--- config.mk ---
export PLATFORM = sky130hd
export DESIGN_NAME = pack_sched_flat
export DESIGN_NICKNAME = d
export VERILOG_FILES = /design/src/rtl/pack_sched_if.sv /design/src/rtl/pack_sched.sv /design/src/flat_wrapper.sv
export SDC_FILE = /design/constraint.sdc
export NUM_CORES = 1
export LEC_CHECK = 0
export CAP_MARGIN = 20
export CORE_ASPECT_RATIO = 1.2
export CORE_MARGIN = 2
export CORE_UTILIZATION = 44
export DETAILED_ROUTE_END_ITERATION = 7
export PLACE_DENSITY = 0.8
export RECOVER_POWER = 100
export SLEW_MARGIN = 20
export SYNTH_ARGS = -nofsm -noshare
export SYNTH_HDL_FRONTEND = slang
export SYNTH_SLANG_ARGS = --single-unit
--- constraint.sdc ---
create_clock -name clk -period 6 [get_ports clk]
set_input_delay 1.5 -clock clk [delete_from_list [all_inputs] [get_ports clk]]
set_output_delay 1.5 -clock clk [all_outputs]
set_load 0.01 [all_outputs]
--- src/rtl/pack_sched_if.sv ---
// Handshake bundle linking pack_sched to the PE lanes, the byte packer and the output buffer.
// The master side is the scheduler; the slave side is the surrounding datapath.
interface pack_sched_if #(
    parameter int N_PE  = 4,
    parameter int ACC_W = 24
);
    logic [N_PE-1:0]       pe_valid;
    logic [N_PE*ACC_W-1:0] pe_data;
    logic [N_PE-1:0]       pe_ready;
    logic                  pk_in_valid;
    logic [23:0]           pk_in_data;
    logic                  pk_clear;
    logic [31:0]           pk_out_data;
    logic                  word_valid;
    logic [31:0]           word_data;
    logic                  word_ready;

    modport master (
        input  pe_valid, pe_data, pk_out_data, word_ready,
        output pe_ready, pk_in_valid, pk_in_data, pk_clear, word_valid, word_data
    );

    modport slave (
        output pe_valid, pe_data, pk_out_data, word_ready,
        input  pe_ready, pk_in_valid, pk_in_data, pk_clear, word_valid, word_data
    );
endinterface

--- src/rtl/pack_sched.sv ---
// Drains the PE lanes in fixed order, requantizes each accumulator to int8 and sequences
// the byte packer so every completed 32-bit word is offered on a valid/ready port.
module pack_sched #(
    parameter int N_PE    = 4,
    parameter int ACC_W   = 24,
    parameter int SHIFT_W = 4,
    parameter int CNT_W   = 16
) (
    input  logic               clk,
    input  logic               rst,
    input  logic               start,
    input  logic               flush,
    input  logic [SHIFT_W-1:0] cfg_shift,
    input  logic [CNT_W-1:0]   cfg_num_words,
    pack_sched_if.master       bus,
    output logic               busy,
    output logic               done
);
    localparam int                     LANE_W    = (N_PE > 1) ? $clog2(N_PE) : 1;
    localparam logic [LANE_W-1:0]      LAST_LANE = LANE_W'(N_PE - 1);
    localparam logic signed [ACC_W:0]  RND_ONE   = (ACC_W+1)'(1);
    localparam logic signed [ACC_W:0]  BYTE_MAX  = (ACC_W+1)'(127);
    localparam logic signed [ACC_W:0]  BYTE_MIN  = -(ACC_W+1)'(128);

    typedef enum logic [1:0] {
        S_IDLE,
        S_COLLECT,
        S_PAD,
        S_OUT
    } state_t;

    state_t state, state_nx;

    logic [LANE_W-1:0]       lane;
    logic [CNT_W-1:0]        word_cnt;
    logic [CNT_W-1:0]        word_cnt_inc;
    logic [CNT_W-1:0]        num_words_q;
    logic [SHIFT_W-1:0]      shift_q;
    logic                    padded;
    logic                    done_q;
    logic                    job_end;
    logic                    lane_fire;
    logic                    last_word;
    logic signed [ACC_W-1:0] acc_cur;
    logic signed [7:0]       byte_cur;

    // One guard bit above the accumulator keeps the rounding bias from overflowing.
    function automatic logic signed [ACC_W:0] round_shift(
        input logic signed [ACC_W-1:0] acc,
        input logic [SHIFT_W-1:0]      sh
    );
        logic signed [ACC_W:0] r;
        r = (ACC_W+1)'(acc);
        if (sh != '0) r = r + (RND_ONE <<< (sh - SHIFT_W'(1)));
        return r >>> sh;
    endfunction

    function automatic logic signed [7:0] sat_int8(input logic signed [ACC_W:0] v);
        if (v > BYTE_MAX) return 8'sh7f;
        if (v < BYTE_MIN) return 8'sh80;
        return v[7:0];
    endfunction

    assign acc_cur      = bus.pe_data[int'(lane)*ACC_W +: ACC_W];
    assign byte_cur     = sat_int8(round_shift(acc_cur, shift_q));
    assign lane_fire    = (state == S_COLLECT) && !flush && bus.pe_valid[lane];
    assign word_cnt_inc = word_cnt + 1'b1;
    assign last_word    = padded || (word_cnt_inc == num_words_q);
    assign done         = done_q;

    always_ff @(posedge clk) begin
        if (rst) state <= S_IDLE;
        else     state <= state_nx;
    end

    always_comb begin
        state_nx = state;
        unique case (state)
            S_IDLE: begin
                if (start && (cfg_num_words != '0)) state_nx = S_COLLECT;
            end
            S_COLLECT: begin
                if (flush)                                 state_nx = (lane == '0) ? S_IDLE : S_PAD;
                else if (lane_fire && (lane == LAST_LANE)) state_nx = S_OUT;
            end
            S_PAD: begin
                if (lane == LAST_LANE) state_nx = S_OUT;
            end
            S_OUT: begin
                if (bus.word_ready) state_nx = last_word ? S_IDLE : S_COLLECT;
            end
            default: state_nx = S_IDLE;
        endcase
    end

    // Everything but pk_clear is forced low while rst is held, even mid-job.
    always_comb begin
        bus.pe_ready    = '0;
        bus.pk_in_valid = 1'b0;
        bus.pk_in_data  = '0;
        bus.pk_clear    = rst;
        bus.word_valid  = 1'b0;
        bus.word_data   = '0;
        busy            = 1'b0;
        job_end         = 1'b0;
        if (!rst) begin
            busy = (state != S_IDLE);
            unique case (state)
                S_IDLE: begin
                    bus.pk_clear = start;
                    job_end      = start && (cfg_num_words == '0);
                end
                S_COLLECT: begin
                    if (flush) begin
                        job_end = (lane == '0);
                    end else begin
                        bus.pe_ready[lane] = 1'b1;
                        bus.pk_in_valid    = bus.pe_valid[lane];
                        bus.pk_in_data     = {16'b0, byte_cur};
                    end
                end
                S_PAD: begin
                    bus.pk_in_valid = 1'b1;
                end
                S_OUT: begin
                    bus.word_valid = 1'b1;
                    bus.word_data  = bus.pk_out_data;
                    bus.pk_clear   = bus.word_ready;
                    job_end        = bus.word_ready && last_word;
                end
                default: ;
            endcase
        end
    end

    always_ff @(posedge clk) begin
        if (rst) begin
            lane     <= '0;
            word_cnt <= '0;
            padded   <= 1'b0;
            done_q   <= 1'b0;
        end else begin
            done_q <= job_end;
            unique case (state)
                S_IDLE: begin
                    if (start) begin
                        lane     <= '0;
                        word_cnt <= '0;
                        padded   <= 1'b0;
                    end
                end
                S_COLLECT: begin
                    if (flush) begin
                        if (lane != '0) padded <= 1'b1;
                    end else if (lane_fire) begin
                        lane <= (lane == LAST_LANE) ? '0 : lane + 1'b1;
                    end
                end
                S_PAD: begin
                    lane <= (lane == LAST_LANE) ? '0 : lane + 1'b1;
                end
                S_OUT: begin
                    if (bus.word_ready) begin
                        word_cnt <= word_cnt_inc;
                        lane     <= '0;
                    end
                end
                default: ;
            endcase
        end
    end

    // Job configuration is captured on start and held for the whole job.
    always_ff @(posedge clk) begin
        if ((state == S_IDLE) && start) begin
            shift_q     <= cfg_shift;
            num_words_q <= cfg_num_words;
        end
    end
endmodule

--- src/flat_wrapper.sv ---
// flat-port wrapper written by rule: the top's interface ports become plain ports
module pack_sched_flat 
#(
    parameter int N_PE    = 4,
    parameter int ACC_W   = 24,
    parameter int SHIFT_W = 4,
    parameter int CNT_W   = 16
)
  (clk, rst, start, flush, cfg_shift, cfg_num_words, busy, done, bus_pe_valid, bus_pe_data, bus_pk_out_data, bus_word_ready, bus_pe_ready, bus_pk_in_valid, bus_pk_in_data, bus_pk_clear, bus_word_valid, bus_word_data);
  pack_sched_if #(.N_PE(N_PE), .ACC_W(ACC_W)) bus_i ();
  input  logic clk;
  input  logic rst;
  input  logic start;
  input  logic flush;
  input  logic [SHIFT_W-1:0] cfg_shift;
  input  logic [CNT_W-1:0] cfg_num_words;
  output logic busy;
  output logic done;
  input wire logic [$bits(bus_i.pe_valid)-1:0] bus_pe_valid;
  input wire logic [$bits(bus_i.pe_data)-1:0] bus_pe_data;
  input wire logic [$bits(bus_i.pk_out_data)-1:0] bus_pk_out_data;
  input wire logic [$bits(bus_i.word_ready)-1:0] bus_word_ready;
  output wire logic [$bits(bus_i.pe_ready)-1:0] bus_pe_ready;
  output wire logic [$bits(bus_i.pk_in_valid)-1:0] bus_pk_in_valid;
  output wire logic [$bits(bus_i.pk_in_data)-1:0] bus_pk_in_data;
  output wire logic [$bits(bus_i.pk_clear)-1:0] bus_pk_clear;
  output wire logic [$bits(bus_i.word_valid)-1:0] bus_word_valid;
  output wire logic [$bits(bus_i.word_data)-1:0] bus_word_data;
  assign bus_i.pe_valid = bus_pe_valid;
  assign bus_i.pe_data = bus_pe_data;
  assign bus_i.pk_out_data = bus_pk_out_data;
  assign bus_i.word_ready = bus_word_ready;
  assign bus_pe_ready = bus_i.pe_ready;
  assign bus_pk_in_valid = bus_i.pk_in_valid;
  assign bus_pk_in_data = bus_i.pk_in_data;
  assign bus_pk_clear = bus_i.pk_clear;
  assign bus_word_valid = bus_i.word_valid;
  assign bus_word_data = bus_i.word_data;
  pack_sched #(.N_PE(N_PE), .ACC_W(ACC_W), .SHIFT_W(SHIFT_W), .CNT_W(CNT_W)) u_core (.clk(clk), .rst(rst), .start(start), .flush(flush), .cfg_shift(cfg_shift), .cfg_num_words(cfg_num_words), .bus(bus_i), .busy(busy), .done(done));
endmodule
After elaboration in Yosys (flattened, before gate mapping)
Index checks and enable logic that the tools add are counted.
- add/sub/neg operators: 4
- multipliers: 1
- order comparisons: 4
- eq/ne operators: 14
- shift-type cells: 3
- mux-type cells: 51
- reduce and logical (&&, ||, !) cells: 23
- operators by type and width (kind ; number):
    $shiftx 96x8->24 ; 1
    $mux 32 ; 2
    $mux 24 ; 2
    $mux 8 ; 5
    $mux 16 ; 2
    $pmux 16 s2 ; 1
    $add 24x25->25 ; 1
    $gt 25x8->1 const B ; 1
    $lt 25x8->1 const B ; 1
    $mux 25 ; 1
    $sshl 2x4->25 const A ; 1
    $sshr 25x4->25 ; 1
    $mux 2 ; 11
    $add 16x1->16 const B ; 1
    $eq 16x16->1 ; 1
    $logic_not 16->1 ; 1
    $mux 1 ; 16
    $pmux 2 s4 ; 2
    $reduce_bool 16->1 ; 1
    $mux 4 ; 3
    $reduce_and 4->1 ; 3
    $ne 2x2->1 const B ; 5
    $logic_and 1x1->1 ; 8
    $reduce_bool 2->1 ; 4
    18 further kinds ; 25
- bits in registers: 42
- bits of input ports: 157
- output and inout port bits: 65
- word-level logic and storage cells: 107

Longest topological paths before layout
Gate-level depths: netlist of run 1.
- depth in word-level cells: 13
- gate-level depth with buffers: 20
- mapped depth without buffers: 17

Worst setup path before layout of run 1
No wires, ideal clock.
- path type: input to output
- start: input port bus_pe_data[78]
- end: output port bus_pk_in_data[0]
- data arrival time: 4.947 ns
- required time: 4.500 ns
- slack: -0.447 ns
- cell stages on the path: 13
- path buffers: 0
- cells stage by stage: mux4_2 > ha_1 > a21oi_1 > o211ai_2 > a211oi_2 > nor2_2 > o221ai_2 > nor3_1 > a2111oi_4 > a211oi_1 > nor4_2 > o2111ai_2 > a22oi_1
- cells in the longest elaborated chain, start to end: 12
- elaborated cells on any way between the ends: 15
- those cells by class: 1 x add/sub; 2 x order compare; 2 x shift; 10 x mux
- ends and longest elaborated chain (what ; line ; RTL):
    from (decl) ; flat_wrapper.sv:20 ; input wire logic [$bits(bus_i.pe_data)-1:0] bus_pe_data;
    $shiftx 96x8->24 * ; pack_sched.sv:64 ; assign acc_cur = bus.pe_data[int'(lane)*ACC_W +: ACC_W];
    $add 24x25->25 ; pack_sched.sv:54 ; if (sh != '0) r = r + (RND_ONE <<< (sh - SHIFT_W'(1)));
    $mux 25 * ; pack_sched.sv:54 ;
    $sshr 25x4->25 * ; pack_sched.sv:55 ; return r >>> sh;
    $lt 25x8->1 ; pack_sched.sv:60 ; if (v < BYTE_MIN) return 8'sh80;
    $mux 1 (2 in series) ; pack_sched.sv:60 ;
    $mux 8 ; pack_sched.sv:61 ; return v[7:0];
    $mux 8 * ; pack_sched.sv:60 ;
    $mux 8 * ; pack_sched.sv:114 ; if (flush) begin
    $mux 24 * ; pack_sched.sv:108 ; unique case (state)
    $mux 24 * ; pack_sched.sv:106 ; if (!rst) begin
    to (decl) ; flat_wrapper.sv:25 ; output wire logic [$bits(bus_i.pk_in_data)-1:0] bus_pk_in_data;
Mark *: on every way between the ends. The rest lies on a longest branch, timed or not. The select of a mux whose other input is x is not followed.

Final worst setup path of run 1
- start: input port bus_pe_data[81]
- end: output port bus_pk_in_data[4]
The elaborated chain is that of the path after synthesis.

==> results of run 1 <==
[repair_timing]
action | 4_1_cts | 5_1_grt
pin swaps | 55 | 85
buffers inserted | 34 | 31
hold endpoints to repair | 0 | 0
cloned | 0 | 0
endpoints found under the setup margin | 8 | 8
resized for setup | 109 | 140
[power groups by stage]
stage	Clock [mW]	Combinational [mW]	Sequential, mW
3_5_place_dp	0	1.34	0.349
4_1_cts	0.267	1.43	0.343
5_1_grt	0.281	1.70	0.345
3_3_place_gp	0	1.33	0.347
6_report	0.267	1.62	0.344
2_1_floorplan	0	0.792	0.342
[flip-flops by register name, indices dropped and copies added (netlist names), named ones only]
name and flops:
u_core.num_words_q 16, u_core.lane 2, u_core.done 1, u_core.shift_q 4, u_core.padded 1, u_core.word_cnt 16, u_core.state 1
[worst max path at each step]
stage	startpoint	endpoint	slack [ns]	depth (start not counted)
after floorplan	bus_pe_data[79]	bus_pk_in_data[1]	-0.28	14
after global placement	bus_pe_data[11]	bus_pk_in_data[2]	-1.75	16
after detailed placement	bus_pe_data[83]	bus_pk_in_data[0]	-1.85	17
after CTS	bus_pe_data[36]	bus_pk_in_data[4]	-1.12	19
after global routing	bus_pe_data[76]	bus_pk_in_data[4]	-1.24	20
final	bus_pe_data[81]	bus_pk_in_data[4]	-1.14	22
[cell families (layout without fill, tap and decap cells)]
family | count (synthesis) | in the layout | share of synthesized area (%)
multiplexers | 43 | 43 | 10.75
XOR/XNOR | 30 | 30 | 3.832
flip-flops | 42 | 42 | 15.18
other | 1 | 16 | 0.05469
AO/OA/AOI/OAI | 294 | 294 | 29.89
AND/OR/NAND/NOR | 392 | 392 | 28.03
buffers and inverters | 98 | 480 | 7.263
adder cells (fa/ha/maj) | 27 | 27 | 5.000
[Yosys cell counts, types with 9 or more instances]
master,instances
a21o_1,14
a21oi_1,59
a22oi_1,13
nor3_1,24
ha_1,25
nand2_1,84
edfxtp_1,20
o21a_1,12
buf_4,18
nor4_1,12
clkbuf_1,31
xnor2_1,18
xor2_1,12
a31oi_1,12
mux2i_1,14
inv_1,19
buf_2,14
nand2b_1,14
mux4_2,24
a211oi_1,19
and2_1,43
nor2_1,113
or3_1,9
nand4_1,10
dfxtp_1,22
o211ai_1,24
o21ai_0,55
and3_1,10
nand3_1,39
[stage by stage]
stage / cell area [µm²] / setup WS, ns / hold slack (ns)
2_1_floorplan: 7420 / -0.2835 / 0.4648
3_3_place_gp: 10660 / -1.753 / 0.4772
3_5_place_dp: 10660 / -1.853 / 0.4996
4_1_cts: 11270 / -1.117 / 0.5076
5_1_grt: 11820 / -1.239 / 0.5529
6_report: 11820 / -1.137 / 0.5051
[per-layer routing]
| layer | routed length, µm | vias to the layer above |
|---|---|---|
| met5 | 0 | - |
| met4 | 2343 | 0 |
| met3 | 2603 | 239 |
| met2 | 15760 | 668 |
| met1 | 11340 | 4473 |
| li1 | - | 4263 |
[layout make-up]
type	instances	area [µm²]	area share (%)
flip-flops and latches	42	1042	8.821
clock inverters	2	15.01	0.1271
multi-input cells	802	6351	53.75
repair buffers	449	3931	33.27
clock buffers	6	128.9	1.091
inverters	23	86.33	0.7307
well taps	208	260.3	2.203
[worst register-to-register path, delay by kind of cell (launching register included)]
| kind | cells | cell delay, ns |
|---|---|---|
| AO/OA/AOI/OAI | 4 | 1.59 |
| XOR/XNOR | 2 | 0.35 |
| adder cells (fa/ha/maj) | 1 | 0.28 |
| flip-flops | 1 | 0.44 |
| AND/OR/NAND/NOR | 5 | 1.33 |
==> metrics, run 1 <==
FFs w/ async S/R, synth=0%; Power Internal=1.255 mW; met2 usage=59.12%; crit-path max FO=5; wire per inst=20.92 µm; biggest cell delay along the critical path=0.52 ns; Max Cap Violations=0; GRT Max-Usage Layer=met2; Rows=50; Final Util=76.46%; GR met1 Demand/Resource=39.53%; global-route wire length before repair=45290 µm; worst-case clock buffer depth=2; Clk Latency, worst-skew pair=0.29 ns; clk_skew=0.004455 ns; r2r endpoint=u_core.state[0]; Yosys top cell by area=edfxtp_1; hold crit path type=register to register; final hold viol count=0; crit path capture type=output port; final wirelength=32040 µm; initial antenna violation count=0; placed insts=1459; r2r worst-path depth=12; core area=15450 µm²; synthesis-to-finish area growth=72.32%; fill count=1019; Slew headroom=16.07%; Tcrit/Tclk final=118.9%; commonest non-fill, non-tap cell in the layout=buf_4; Mapped Cells=927; Die Ht=140.7 µm; ant diodes=0; Tmin final=7.137 ns; die area=16600 µm²; Yosys cell types=86; Worst Path Arrival=5.64 ns; total CTS buffers=5; hold path depth=2; post-route insts no fill=1532; # clock sinks=42; violated checks=setup timing; DR iter-0 viols=1167; P_sw=974.0 µW; Die W=118.0 µm; mapped cell area=6857 µm²; Post-synth top flop=dfxtp_1; gr ovfl total=0; Synth area leaders=edfxtp_1 (8.8%), mux4_2 (7.9%), dfxtp_1 (6.4%); post-route ant nets=0; RSZ-0062 raised after global routing=true; Crit path max-delay family=buffers and inverters; EDFF count, synth=20; Pleak=4.868 nW; status=complete, but fails checks; vias=9643; root buf cell=clkbuf_16; Slew Viols, Final=0; Vias/cell=6.294; DRC errors left=0; pwr dens=188.7 nW/µm²; YS warnings=0; Final setup violation count=8; drt first pass iters=6; FF+latch count, synth=42; Worst EP required=4.50 ns; Placer Congestion=1.025; Synth top area share=8.759%; reg-to-reg setup timing slack=1.81 ns; most frequent cells in the layout=buf_4 (221), nor2_1 (106), clkdlybuf4s50_1 (101); most used cell, CP=buf_4; htree depth=2; Worst setup SP type=input pin; Initial Util=44.37%; WS Path Type=input pin to output port; IO Port Bufs=205; setup_tns=-7.754 ns; largest net degree at the start of global routing=34; CTS tree=done; register area share after synthesis=15.18%; cts hold-fix bufs=0; highest-delay cell along the critical path=mux4_2; Combinational Power Share=72.6%; Worst-path clk slew=0.06 ns; layout cells sized above 1=35.05%; Tightest Pin Transition=1.259 ns; critical path cell sequence=dlygate4sd2_1, mux4_2, ha_4, buf_4, buf_4, nand2_1, nor2_1, buf_4, o21ai_2, buf_4, a21oi_1, nor3_1, buf_4, o311ai_2, nand3_2, nor4_4, a32oi_2, o31ai_4, buf_6, buf_6, a32oi_2, buf_2; Detailed Place HPWL=23020 µm; Global Route Usage Sum=33.60%; post-layout worst setup margin=-1.137 ns; register share of total power=15.4%; Nets=1506; worst r2r src=u_core.word_cnt[0]; clock power share=12.0%; IO Pins=222; vias in the first global route=8925; syn_area_per_cell=7.397 µm²; Pwr Total=2.229 mW; f_max=140.1 MHz; GR Layer Usage met3=4.531%; Net Sw Frac=43.69%; WP buf/inv=9; Worst VDD drop=251.1 µV
Note: power is estimated with default switching activity, not from simulation.
==> inputs of run 2 (changes only) <==
SLEW_MARGIN = unset   (was 20)
==> run 2 against run 1 <==
- the run still ends with setup timing left
- sequential share of layout area is the same
- final cell count is the same
- utilization is the same
- combinational power is essentially flat
- count of clock-buffer cells in the layout is the same
- register-to-register slack gained 0.02 ns
- total power grew 0.11%
- critical path type unchanged
- sequential cell count is the same
- setup slack lost 0.072 ns
- maximum frequency shrank 1.0%
==> metrics, run 2 (synthesized netlist as in run 1, its figures left out) <==
status=complete, but fails checks; violated checks=setup timing; Worst-path clk slew=0.06 ns; final hold viol count=0; core area=15450 µm²; layout cells sized above 1=35.05%; most frequent cells in the layout=buf_4 (222), nor2_1 (106), clkdlybuf4s50_1 (105); vias in the first global route=8925; Worst VDD drop=248.9 µV; biggest cell delay along the critical path=0.55 ns; Global Route Usage Sum=33.60%; root buf cell=clkbuf_16; Worst EP required=4.50 ns; htree depth=2; Slew Viols, Final=0; global-route wire length before repair=45290 µm; total CTS buffers=5; Clk Latency, worst-skew pair=0.29 ns; largest net degree at the start of global routing=34; pwr dens=188.9 nW/µm²; Tcrit/Tclk final=120.2%; critical path cell sequence=clkbuf_2, mux4_2, ha_4, buf_4, buf_4, a21oi_2, buf_4, o21ai_1, or2_4, o21ai_0, nand4_1, o21ai_1, o211ai_1, buf_4, nor4_4, a32oi_2, o31ai_4, buf_6, buf_6, a32oi_2, buf_2; CTS tree=done; wire per inst=20.97 µm; Regs by FF count=u_core.num_words_q x16, u_core.word_cnt x16, u_core.shift_q x4; Pwr Total=2.232 mW; # clock sinks=42; Crit path max-delay family=compound AO/OA/AOI/OAI gates; Final Util=76.46%; drt first pass iters=6; Die Ht=140.7 µm; crit path capture type=output port; synthesis-to-finish area growth=72.32%; Nets=1506; vias=9609; ant diodes=0; highest-delay cell along the critical path=mux4_2; post-route ant nets=0; Pleak=4.853 nW; Rows=50; crit-path max FO=5; WS Path Type=input pin to output port; clk_skew=0.003667 ns; die area=16600 µm²; Worst Path Arrival=5.71 ns; Hold WS=0.5041 ns; Slew headroom=17.46%; commonest non-fill, non-tap cell in the layout=buf_4; final wirelength=32130 µm; hold crit path type=register to register; Worst setup SP type=input pin; Tmin final=7.209 ns; Placer Congestion=1.025; WP buf/inv=8; IO Port Bufs=205; Tightest Pin Transition=1.238 ns; gr ovfl total=0; setup_tns=-8.158 ns; Vias/cell=6.272; RSZ-0062 raised after global routing=true; DR iter-0 viols=1202; f_max=138.7 MHz; Max Cap Violations=0; initial antenna violation count=0; IO Pins=222; worst-case clock buffer depth=2; post-layout worst setup margin=-1.209 ns; Die W=118.0 µm; Detailed Place HPWL=23020 µm; Final setup violation count=8; most used cell, CP=buf_4; fill count=1021; Initial Util=44.37%; DRC errors left=0
-- run 2: cell types whose count changed in the layout (fill, tap and decap cells not counted) --
cell,change
and2_1,+2
and2_0,-2
clkdlybuf4s50_1,+4
buf_4,+1
dlygate4sd3_1,-4
clkbuf_4,-1
-- run 2: repair_timing --
action,4_1_cts,5_1_grt
gates resized for setup,109,140
setup endpoints to repair,8,8
hold buffers,0,0
setup buffers,34,31
pin swaps,55,85
-- run 2: routing by layer --
metal	vias to the layer above	global-route usage, %	routed length, µm
li1	4262	-	-
met1	4460	39.53	11420
met2	656	59.12	15750
met3	231	4.531	2602
met4	0	18.39	2360
met5	-	0	0
-- run 2: area by class of cell --
type                       instances  area, µm²  share of cell area [%]
clock inverter                     2      15.01                  0.1271
tap                              208      260.3                   2.203
sequential                        42       1042                   8.821
multi-input combinational        802       6351                   53.75
timing repair buffer             449       3931                   33.27
clock buffer                       6      128.9                   1.091
inverter                          23      86.33                  0.7307
-- run 2: worst register-to-register path, delay by kind of cell (launching register included) --
family,cells,cell delay (ns)
adders and majority gates,1,0.28
and+or+nand+nor,5,1.32
xor gates and xnor gates,2,0.35
AOI/OAI and AO/OA,4,1.60
DFF,1,0.44
-- run 2: final timing paths --
check	startpoint	endpoint	slack [ns]	cells past startpoint
setup reg to reg	u_core.word_cnt[0]	u_core.state[0]	1.83	12
setup / recovery	bus_pe_data[83]	bus_pk_in_data[4]	-1.21	21
hold / removal	register	register	0.50	2
hold reg to reg	register	register	0.50	2
-- run 2: metrics by stage --
step	instances	cell area, µm²	setup slack, ns
global placement	1459	10660	-1.753
floorplan	942	7420	-0.2835
detailed placement	1459	10660	-1.853
global route	1532	11820	-1.239
finish	1532	11820	-1.209
CTS	1500	11270	-1.117
-- run 2: power breakdown --
part	switching [mW]	internal, mW
Combinational	0.847	0.775
Sequential	0.0165	0.327
Clock	0.113	0.154
Total	0.976	1.26
==> inputs of run 3 (changes only) <==
CAP_MARGIN = 30   (was 20)
GPL_ROUTABILITY_DRIVEN = 0   (was unset)
==> run 3 against run 2 <==
- critical path type unchanged
- via count is 4.1% higher
- final cell count is 0.13% lower
- combinational power is 7% higher
- sequential share of layout area is 0.15 points lower
- critical endpoint is now bus_pk_in_data[3]
- the run ends with DRC, setup timing left
- global-route usage is 1.6 points higher
- maximum frequency is 1.6% higher
==> metrics, run 3 (synthesized netlist as in run 1, its figures left out) <==
status=complete, but fails checks; violated checks=DRC, setup timing; Crit path max-delay family=simple AND/OR/NAND/NOR gates; f_max=140.9 MHz; commonest non-fill, non-tap cell in the layout=buf_4; clock power share=12.7%; Worst VDD drop=300.6 µV; r2r endpoint=u_core.state[0]; WP buf/inv=6; reg-to-reg setup timing slack=1.74 ns; root buf cell=clkbuf_16; Initial Util=44.37%; worst-case clock buffer depth=2; IO Port Bufs=205; IO Pins=222; CP Depth=19; # clock sinks=42; Global Route Usage Sum=35.18%; Slew headroom=31.78%; setup_tns=-7.324 ns; global-route wire length before repair=47530 µm; Regs by FF count=u_core.num_words_q x16, u_core.word_cnt x16, u_core.shift_q x4; gr ovfl total=0; placed insts=1443; Worst Path Arrival=5.60 ns; Pwr Total=2.383 mW; final hold viol count=0; fill count=951; Final setup violation count=7; layout cells sized above 1=37.37%; Tmin final=7.098 ns; Pleak=4.681 nW; hold crit path type=register to register; post-route ant nets=0; Combinational Power Share=72.8%; die area=16600 µm²; post-layout worst setup margin=-1.098 ns; highest-delay cell along the critical path=mux4_2; Vias/cell=6.535; area occupied by multi-input gates=6629 µm²; RSZ-0062 raised after global routing=true; Tightest Pin Transition=1.023 ns; worst r2r src=u_core.word_cnt[0]; Nets=1504; Worst EP required=4.50 ns; pwr dens=198.2 nW/µm²; crit-path max FO=7; CP Launch Point=bus_pe_data[80]; most frequent cells in the layout=buf_4 (210), nor2_1 (104), clkdlybuf4s50_1 (100); Slew Viols, Final=0; P_sw=1.055 mW; Max Cap Violations=0; Net Sw Frac=44.28%; Hold WS=0.5042 ns; ant diodes=0; Detailed Place HPWL=21660 µm; post-route insts no fill=1530; r2r worst-path depth=12; M1 WL=11700 µm; final wirelength=35020 µm; Die W=118.0 µm; WS Path Type=input pin to output port; Setup crit end=bus_pk_in_data[3]; drt first pass iters=8; met2 WL post-DR=16580 µm; Power Internal=1.328 mW; critical path cell sequence=clkdlybuf4s15_1, mux4_2, ha_4, buf_12, buf_4, nand2_1, o21ai_4, nor2_2, a211oi_4, or4_4, nand3_2, o211ai_1, buf_4, nor4_4, a32oi_2, o31ai_4, buf_12, a32oi_2, buf_2; DR iter-0 viols=1319; Die Ht=140.7 µm; Top Layer Used=met4; initial antenna violation count=0; Tcrit/Tclk final=118.3%; biggest cell delay along the critical path=0.53 ns; Rows=50; synthesis-to-finish area growth=75.38%; Worst-path clk slew=0.06 ns; vias in the first global route=9241; crit path capture type=output port; met3 wire length=3597 µm; total CTS buffers=5; Clk Latency, worst-skew pair=0.29 ns; htree depth=2; register share of total power=14.4%; largest net degree at the start of global routing=34; cts hold-fix bufs=0; vias=9999; clk_skew=0.003434 ns; FF/Latch Area=1042 µm²; CTS tree=done; Worst setup SP type=input pin; wire per inst=22.89 µm; core area=15450 µm²; DRC errors left=15; pre-CTS WS=-1.544 ns
[run 3: stage by stage]
step / area (µm²) / util [%]
floorplan: 7420 / -
global placement: 10550 / 68.25
detailed placement: 10550 / 68.30
CTS: 11600 / 75.05
global route: 12030 / 77.82
finish: 12030 / 77.82
[run 3: how the worst min path moves through the flow]
stage	from	end	slack, ns	cells after the start
after CTS	register	register	0.50	2
after detailed placement	register	register	0.49	2
after global placement	register	register	0.48	2
final	register	register	0.50	2
after global routing	register	register	0.54	2
after floorplan	register	register	0.46	2
[run 3: worst min-delay path, delay by kind of cell (launching register included)]
family	cells	cell delay (ns)
AO/OA/AOI/OAI	1	0.05
flip-flops	1	0.34
AND/OR/NAND/NOR	1	0.06
[run 3: power by group through the flow]
stage | Sequential [mW] | Combinational (mW) | Clock, mW
2_1_floorplan | 0.342 | 0.792 | 0
3_3_place_gp | 0.348 | 1.29 | 0
3_5_place_dp | 0.349 | 1.31 | 0
4_1_cts | 0.343 | 1.49 | 0.306
5_1_grt | 0.345 | 1.80 | 0.319
6_report | 0.344 | 1.74 | 0.304
[run 3: per-layer routing]
metal | vias to the layer above | GRT usage (%)
met4 | 0 | 19.09
met5 | - | 0
met1 | 4547 | 40.16
met2 | 860 | 62.39
met3 | 348 | 6.230
li1 | 4244 | -
[run 3: repair_timing]
action,CTS,global route
resized for setup,245,114
setup buffers,54,27
endpoints found under the setup margin,8,8
pin swaps,96,76
endpoints found under the hold margin,0,0
[run 3: cell type report]
type | count | share of cell area (%)
multi-input combinational | 802 | 55.12
timing repair buffer | 447 | 31.95
sequential | 42 | 8.667
tap | 208 | 2.164
clock buffer | 5 | 1.040
inverter | 23 | 0.7179
clock inverter | 3 | 0.3330
